===== config.mk =====
export PLATFORM = sky130hd
export DESIGN_NAME = scoreboard_forwarding_unit_flat
export DESIGN_NICKNAME = d
export VERILOG_FILES = /design/src/rtl/scoreboard_forwarding_unit_if.sv /design/src/rtl/scoreboard_forwarding_unit.sv /design/src/flat_wrapper.sv
export SDC_FILE = /design/constraint.sdc
export NUM_CORES = 1
export LEC_CHECK = 0
export ABC_AREA = 1
export BUFFER_PORTS_ARGS = -buffer_cell sky130_fd_sc_hd__buf_2
export CORE_UTILIZATION = 47
export DETAILED_ROUTE_END_ITERATION = 8
export GPL_ROUTABILITY_DRIVEN = 0
export PLACE_DENSITY = 0.72
export SLEW_MARGIN = 0
export SYNTH_ARGS = -nofsm -noshare
export SYNTH_HDL_FRONTEND = slang
export SYNTH_SLANG_ARGS = --single-unit

===== constraint.sdc =====
create_clock -name clock -period 1.48 [get_ports clock]
set_input_delay 0.074 -clock clock [delete_from_list [all_inputs] [get_ports clock]]
set_output_delay 0.074 -clock clock [all_outputs]
set_load 0.1 [all_outputs]

===== src/rtl/scoreboard_forwarding_unit_if.sv =====
// ----------------------------------------------------------------------------
// scoreboard_forwarding_unit_if
// Bundles the issue handshake, the ID-stage operand query and the forwarding
// and stall responses of the scoreboard forwarding unit.
//   master : decode/issue side. It drives issue_*, flush, rs_id and rs_used,
//            and receives forward_sel, stall and ex_busy.
//   slave  : the scoreboard itself.
// ----------------------------------------------------------------------------
interface scoreboard_forwarding_unit_if #(
   parameter int N              = 5,
   parameter int NUM_READ_PORTS = 2,
   parameter int MAX_LATENCY    = 8
);
   localparam int LW = $clog2(MAX_LATENCY + 1);

   logic                          issue_valid;
   logic                          issue_we;
   logic [N-1:0]                  issue_rd;
   logic [1:0]                    issue_ready_stage;
   logic [LW-1:0]                 issue_latency;
   logic                          flush;
   logic [NUM_READ_PORTS*N-1:0]   rs_id;
   logic [NUM_READ_PORTS-1:0]     rs_used;
   logic [NUM_READ_PORTS*2-1:0]   forward_sel;
   logic                          stall;
   logic                          ex_busy;

   modport master (
      output issue_valid, issue_we, issue_rd, issue_ready_stage, issue_latency,
      output flush, rs_id, rs_used,
      input  forward_sel, stall, ex_busy
   );

   modport slave (
      input  issue_valid, issue_we, issue_rd, issue_ready_stage, issue_latency,
      input  flush, rs_id, rs_used,
      output forward_sel, stall, ex_busy
   );
endinterface


===== src/rtl/scoreboard_forwarding_unit.sv =====
// ----------------------------------------------------------------------------
// scoreboard_forwarding_unit
// Tracks the writers in flight in EX, MEM and WB. From that state it produces
// the ID-stage operand forwarding selects, and it produces the stall request
// for load-use hazards and for multi-cycle EX operations.
// Ports:
//   clock    core clock
//   reset_n  asynchronous active-low reset; clears every tracked writer
//   bus      slave side of scoreboard_forwarding_unit_if, which carries:
//              issue_valid/we/rd/ready_stage/latency  instruction leaving ID
//              flush                                  kill the EX entry
//              rs_id/rs_used                          ID source operands
//              forward_sel  per port 0=None 1=EX 2=MEM 3=WB
//              stall        hold PC/IF/ID this cycle
//              ex_busy      multi-cycle op is occupying EX
// ----------------------------------------------------------------------------
module scoreboard_forwarding_unit #(
   parameter int N              = 5,
   parameter int NUM_READ_PORTS = 2,
   parameter int MAX_LATENCY    = 8
) (
   input  logic                           clock,
   input  logic                           reset_n,
   scoreboard_forwarding_unit_if.slave    bus
);
   localparam int LW = $clog2(MAX_LATENCY + 1);
   localparam logic [LW-1:0] MAX_LAT = LW'(MAX_LATENCY);

   // One tracked writer. ready_stage names the stage whose output first
   // holds the result.
   typedef struct packed {
      logic         valid;
      logic         we;
      logic [N-1:0] rd;
      logic [1:0]   ready_stage;
   } entry_t;

   // Index 0 = EX, 1 = MEM, 2 = WB. A lower index is a younger writer.
   entry_t [2:0]              stage_q;
   logic [LW-1:0]             cnt_q;

   logic                      ex_busy;
   logic                      hazard;
   logic [NUM_READ_PORTS-1:0] found;
   logic [NUM_READ_PORTS*2-1:0] fwd_sel;
   entry_t                    issue_entry;
   logic [LW-1:0]             sat_latency;

   // EX stays occupied while more than one cycle of work remains. The final
   // cycle of the op lets the pipeline advance normally.
   assign ex_busy = (cnt_q > LW'(1));

   // Each port searches the stages youngest first. The first match decides
   // the result: it either forwards from that stage or, if its result does not
   // exist there yet, it raises a hazard. Older writers of the same register
   // are shadowed by that first match. Register 0 never matches.
   always_comb begin
      hazard  = 1'b0;
      found   = '0;
      fwd_sel = '0;
      for (int k = 0; k < NUM_READ_PORTS; k++) begin
         for (int s = 0; s < 3; s++) begin
            if (!found[k] && bus.rs_used[k] && stage_q[s].valid && stage_q[s].we &&
                stage_q[s].rd == bus.rs_id[k*N +: N] && bus.rs_id[k*N +: N] != '0) begin
               found[k] = 1'b1;
               if (stage_q[s].ready_stage > 2'(s)) begin
                  hazard = 1'b1;
               end else begin
                  fwd_sel[k*2 +: 2] = 2'(s + 1);
               end
            end
         end
      end
   end

   assign bus.forward_sel = fwd_sel;
   assign bus.stall       = hazard || ex_busy;
   assign bus.ex_busy     = ex_busy;

   // Build the EX entry for an issuing instruction. Latencies larger than the
   // longest supported EX occupancy are clamped to it.
   always_comb begin
      issue_entry             = '0;
      issue_entry.valid       = 1'b1;
      issue_entry.we          = bus.issue_we;
      issue_entry.rd          = bus.issue_rd;
      issue_entry.ready_stage = bus.issue_ready_stage;
      sat_latency = (bus.issue_latency > MAX_LAT) ? MAX_LAT : bus.issue_latency;
   end

   // Advance the stage tracker. A flush has the highest priority. If the
   // flushed op was still busy, nothing leaves EX toward MEM. A finished
   // single-cycle op, however, still retires into MEM. A busy EX holds in
   // place and inserts bubbles behind it. A hazard stall inserts a bubble
   // into EX. A new issue is accepted only when none of these apply.
   always_ff @(posedge clock or negedge reset_n) begin
      if (!reset_n) begin
         stage_q <= '0;
         cnt_q   <= '0;
      end else if (bus.flush) begin
         stage_q[0] <= '0;
         stage_q[1] <= ex_busy ? '0 : stage_q[0];
         stage_q[2] <= stage_q[1];
         cnt_q      <= '0;
      end else if (ex_busy) begin
         stage_q[1] <= '0;
         stage_q[2] <= stage_q[1];
         cnt_q      <= cnt_q - LW'(1);
      end else if (hazard) begin
         stage_q[0] <= '0;
         stage_q[1] <= stage_q[0];
         stage_q[2] <= stage_q[1];
         cnt_q      <= '0;
      end else begin
         stage_q[0] <= bus.issue_valid ? issue_entry : '0;
         stage_q[1] <= stage_q[0];
         stage_q[2] <= stage_q[1];
         cnt_q      <= bus.issue_valid ? sat_latency : '0;
      end
   end
endmodule


===== src/flat_wrapper.sv =====
// flat-port wrapper written by rule: the top's interface ports become plain ports
module scoreboard_forwarding_unit_flat 
#(
   parameter int N              = 5,
   parameter int NUM_READ_PORTS = 2,
   parameter int MAX_LATENCY    = 8
)
  (clock, reset_n, bus_issue_valid, bus_issue_we, bus_issue_rd, bus_issue_ready_stage, bus_issue_latency, bus_flush, bus_rs_id, bus_rs_used, bus_forward_sel, bus_stall, bus_ex_busy);
  scoreboard_forwarding_unit_if #(.N(N), .NUM_READ_PORTS(NUM_READ_PORTS), .MAX_LATENCY(MAX_LATENCY)) bus_i ();
  input  logic clock;
  input  logic reset_n;
  input wire logic [$bits(bus_i.issue_valid)-1:0] bus_issue_valid;
  input wire logic [$bits(bus_i.issue_we)-1:0] bus_issue_we;
  input wire logic [$bits(bus_i.issue_rd)-1:0] bus_issue_rd;
  input wire logic [$bits(bus_i.issue_ready_stage)-1:0] bus_issue_ready_stage;
  input wire logic [$bits(bus_i.issue_latency)-1:0] bus_issue_latency;
  input wire logic [$bits(bus_i.flush)-1:0] bus_flush;
  input wire logic [$bits(bus_i.rs_id)-1:0] bus_rs_id;
  input wire logic [$bits(bus_i.rs_used)-1:0] bus_rs_used;
  output wire logic [$bits(bus_i.forward_sel)-1:0] bus_forward_sel;
  output wire logic [$bits(bus_i.stall)-1:0] bus_stall;
  output wire logic [$bits(bus_i.ex_busy)-1:0] bus_ex_busy;
  assign bus_i.issue_valid = bus_issue_valid;
  assign bus_i.issue_we = bus_issue_we;
  assign bus_i.issue_rd = bus_issue_rd;
  assign bus_i.issue_ready_stage = bus_issue_ready_stage;
  assign bus_i.issue_latency = bus_issue_latency;
  assign bus_i.flush = bus_flush;
  assign bus_i.rs_id = bus_rs_id;
  assign bus_i.rs_used = bus_rs_used;
  assign bus_forward_sel = bus_i.forward_sel;
  assign bus_stall = bus_i.stall;
  assign bus_ex_busy = bus_i.ex_busy;
  scoreboard_forwarding_unit #(.N(N), .NUM_READ_PORTS(NUM_READ_PORTS), .MAX_LATENCY(MAX_LATENCY)) u_core (.clock(clock), .reset_n(reset_n), .bus(bus_i));
endmodule

==> out/qor.csv <==
stage,metric,value,unit
finish,drive_above_1_share,0.366,
sta,slew_headroom,0.527,
power,seqPwrFrac,0.300,
power,p_per_area,1380,nW/µm²
clock_tree,cts_tree,done,
synthesis,synth.cell_area,1970,µm²
placed_design,detailedPlacementHpwl,3770,µm
route,vias_per_cell,4.93,
sta,max_clock_freq,488,MHz
sta,tightest_slew,0.710,ns
worst_setup_path,crit_type,flop to output pin,
placed_design,place_inst,405,
route,drc_errors,0,
sta,holdWs,0.0347,ns
synthesis,synth-seq-area-share,0.393,
route,wirelength,5350,µm
sta,hold_viol,0,
sta,setup_viol,19,
sta,report.final.slew_viol_count,0,
power,intPower,2310,µW
worst_setup_path,cp.arrival,1.98,ns
worst_setup_path,end_kind,output pin,
die,dieArea,4460,µm²
synthesis,synth_top_family_by_area,simple AND/OR/NAND/NOR gates,
clock_tree,cts.clk_slew.worst_paths,0.07,ns
global_routing,grt_usage,0.265,
sta,min_period,2.05,ns
synthesis,async_flop_share,1.00,
synthesis,synth_most_common_cell,nand2_1,
die,die_w,66.8,µm
sta,rsz0062_at_grt,true,
worst_setup_path,startpoint_type,flop,
synthesis,synthFlopType,dfrtp_1,
global_routing,grt_max_degree,32,
global_routing,grt_pass1_wl,8550,µm
job,max-cap-violations,0,
outcome,violations,setup timing,
synthesis,syn_nets,328,
route,first_pass_iters,4,
clock_tree,clock_path_buffers,2,
finish,antennaDiodeCount,0,
worst_setup_path,r2r_end,u_core.cnt_q[0],
synthesis,yosys_warnings,0,
synthesis,netlist_top_cells_count,"117 x nand2_1, 40 x nor2_1, 33 x inv_1, 31 x dfrtp_1, 14 x nand4_1",
clock_tree,worstSkewPairLatency,0.29,ns
power,combPwrFrac,0.540,
global_routing,overflow,0,
synthesis,synth_edf_count,0,
worst_setup_path,crit_required,1.41,ns
worst_setup_path,reg2reg_from,u_core.stage_q[21],
finish,area_delta_synth_final,46.4,%
sta,layout_setup_ws,-0.571,ns
synthesis,synth_compound_area_frac,0.0431,
min_path,worstHoldStart,bus_issue_ready_stage[1],
finish,fillCellCount,324,
synthesis,synthMuxAreaShare,0,
outcome,status,"finished, violations left",
min_path,hold_path_class,input pin to flop,
sta,min_period_over_period,1.39,
clock_tree,clockRootBuffer,clkbuf_8,
power,p_leak,0.00151,µW
worst_setup_path,cp_max_fo,4,
die,num_rows,23,
power,p_switching,1670,µW
finish,final_core_utilization,0.717,
synthesis,synthXorXnorAreaFrac,0.0222,
route,vias,2105,
power,swShare,0.421,
synthesis,yosys.area_share.simple,0.420,
sta,skew,0.00672,ns
route,routedWlPerCell,12.5,µm
finish,nNetsFinal,406,
die,io_pins,34,
finish,stdcell_count,427,
synthesis,yosysUniqueCellTypes,26,
worst_setup_path,ff2ff_path_depth,16,
power,ir_worst_vdd,1.68,mV
die,die_y,66.8,µm
synthesis,netlist_instances,298,
placed_design,port_buffers,33,
route,drt_iter0_markers,98,
synthesis,yosys_register_bits,31,
synthesis,synth_top_area_share,0.393,
min_path,hold_depth,3,
global_routing,grt_pass1_vias,1999,
clock_tree,numCtsBuffers,5,
die,start_util,0.490,
synthesis,synth_top_area_cell,dfrtp_1,
synthesis,syn_avg_cell_area,6.62,µm²
synthesis,synth_area_leaders,"dfrtp_1 39%, nand2_1 22%, nor2_1 7.6%",
route,ant_nets,0,
clock_tree,cts_htree_levels,2,
global_routing,antenna_found_initial,0,
synthesis,synth_fa_ha_area_frac,0.0127,
clock_tree,cts.sinks,31,
sta,fin_setup_tns,-7.80,ns
worst_setup_path,rrSetupSlack,-0.50,ns
power,p_clk_frac,0.161,
min_path,hold_end,u_core.stage_q[1],
die,core,4030,µm²
==> cell usage in the layout (no fill, tap or decap), drive strengths merged <==
| cell | instances |
|---|---|
| dlygate4sd3 | 1 |
| inv | 43 |
| or2 | 1 |
| a21oi | 6 |
| o211ai | 1 |
| nor2 | 47 |
| a21o | 1 |
| clkbuf | 7 |
| xor2 | 1 |
| dfrtp | 31 |
| o22ai | 1 |
| o21bai | 2 |
| nand2 | 123 |
| buf | 74 |
| clkinv | 5 |
| nand3 | 9 |
| o21ai | 3 |
| nand4 | 14 |
| ha | 2 |
| nor3 | 1 |
| xnor2 | 4 |
==> cell families after synthesis <==
group / after synthesis
AOI/OAI and AO/OA: 14
xor gates and xnor gates: 5
and+or+nand+nor: 195
DFF: 31
adders and majority gates: 2
buffers and inverters: 51
==> sequential cells by signal, indices dropped and copies added (netlist names) <==
name,count
u_core.cnt_q,4
u_core.stage_q,27
==> worst max path at each step <==
stage | start | endpoint | slack (ns) | cells after the start
6_report | u_core.stage_q[4] | bus_stall | -0.57 | 13
5_1_grt | u_core.stage_q[21] | bus_stall | -0.68 | 14
3_5_place_dp | u_core.stage_q[5] | bus_stall | -0.26 | 13
2_1_floorplan | u_core.cnt_q[0] | u_core.stage_q[3] | -0.09 | 9
4_1_cts | u_core.stage_q[21] | bus_stall | -0.52 | 14
3_3_place_gp | u_core.stage_q[5] | bus_stall | -0.25 | 13
==> repair_timing <==
item / 4_1_cts / 5_1_grt
endpoints found under the hold margin: 31 / 0
hold buffers: 1 / 0
endpoints found under the setup margin: 19 / 19
pin swaps: 15 / 16
buffers inserted: 10 / 2
gates resized for setup: 34 / 14
cloned: 2 / 0
==> metrics by stage <==
stage | power (µW) | instance area, µm² | worst slack [ns]
after floorplan | 2240 | 2030 | -0.0861
after global placement | 2940 | 2530 | -0.246
after detailed placement | 2970 | 2530 | -0.264
after CTS | 3890 | 2810 | -0.521
after global routing | 4210 | 2890 | -0.679
final | 3980 | 2890 | -0.571
==> layer usage <==
layer  global-route usage  vias up  part of all wire
li1                     -     1063                 -
met5                    0        -                 0
met1                0.297      972              0.43
met3               0.0685        8             0.048
met4                0.101        0             0.013
met2                0.475       62              0.50
==> power groups by stage <==
stage          combinational, µW  sequential, µW  clock (µW)
6_report                    2150            1190         639
5_1_grt                     2310            1210         689
4_1_cts                     2050            1180         661
3_5_place_dp                1790            1180           0
3_3_place_gp                1760            1170           0
2_1_floorplan               1090            1150           0
==> area by class of cell <==
cell class / count / area (µm²) / share of cell area
Timing Repair Buffer: 75 / 606 / 0.210
Inverter: 47 / 178 / 0.0615
Clock buffer: 7 / 76.3 / 0.0264
Sequential cell: 31 / 777 / 0.269
Tap cell: 50 / 62.6 / 0.0217
Multi-Input combinational cell: 216 / 1180 / 0.410
Clock inverter: 1 / 5.00 / 0.00173
==> critical path, stage by stage (launching register included) <==
cell     delay, ns
dfrtp_1       0.42
inv_2         0.06
nand2_1       0.05
nand2_1       0.06
nor2_2        0.14
nand2_2       0.11
nor2_4        0.19
nor2_4        0.06
nand2_2       0.08
a21oi_4       0.06
nor2_4        0.14
buf_12        0.12
nand2_8       0.04
buf_12        0.15
Note: power is estimated with default switching activity, not from simulation.
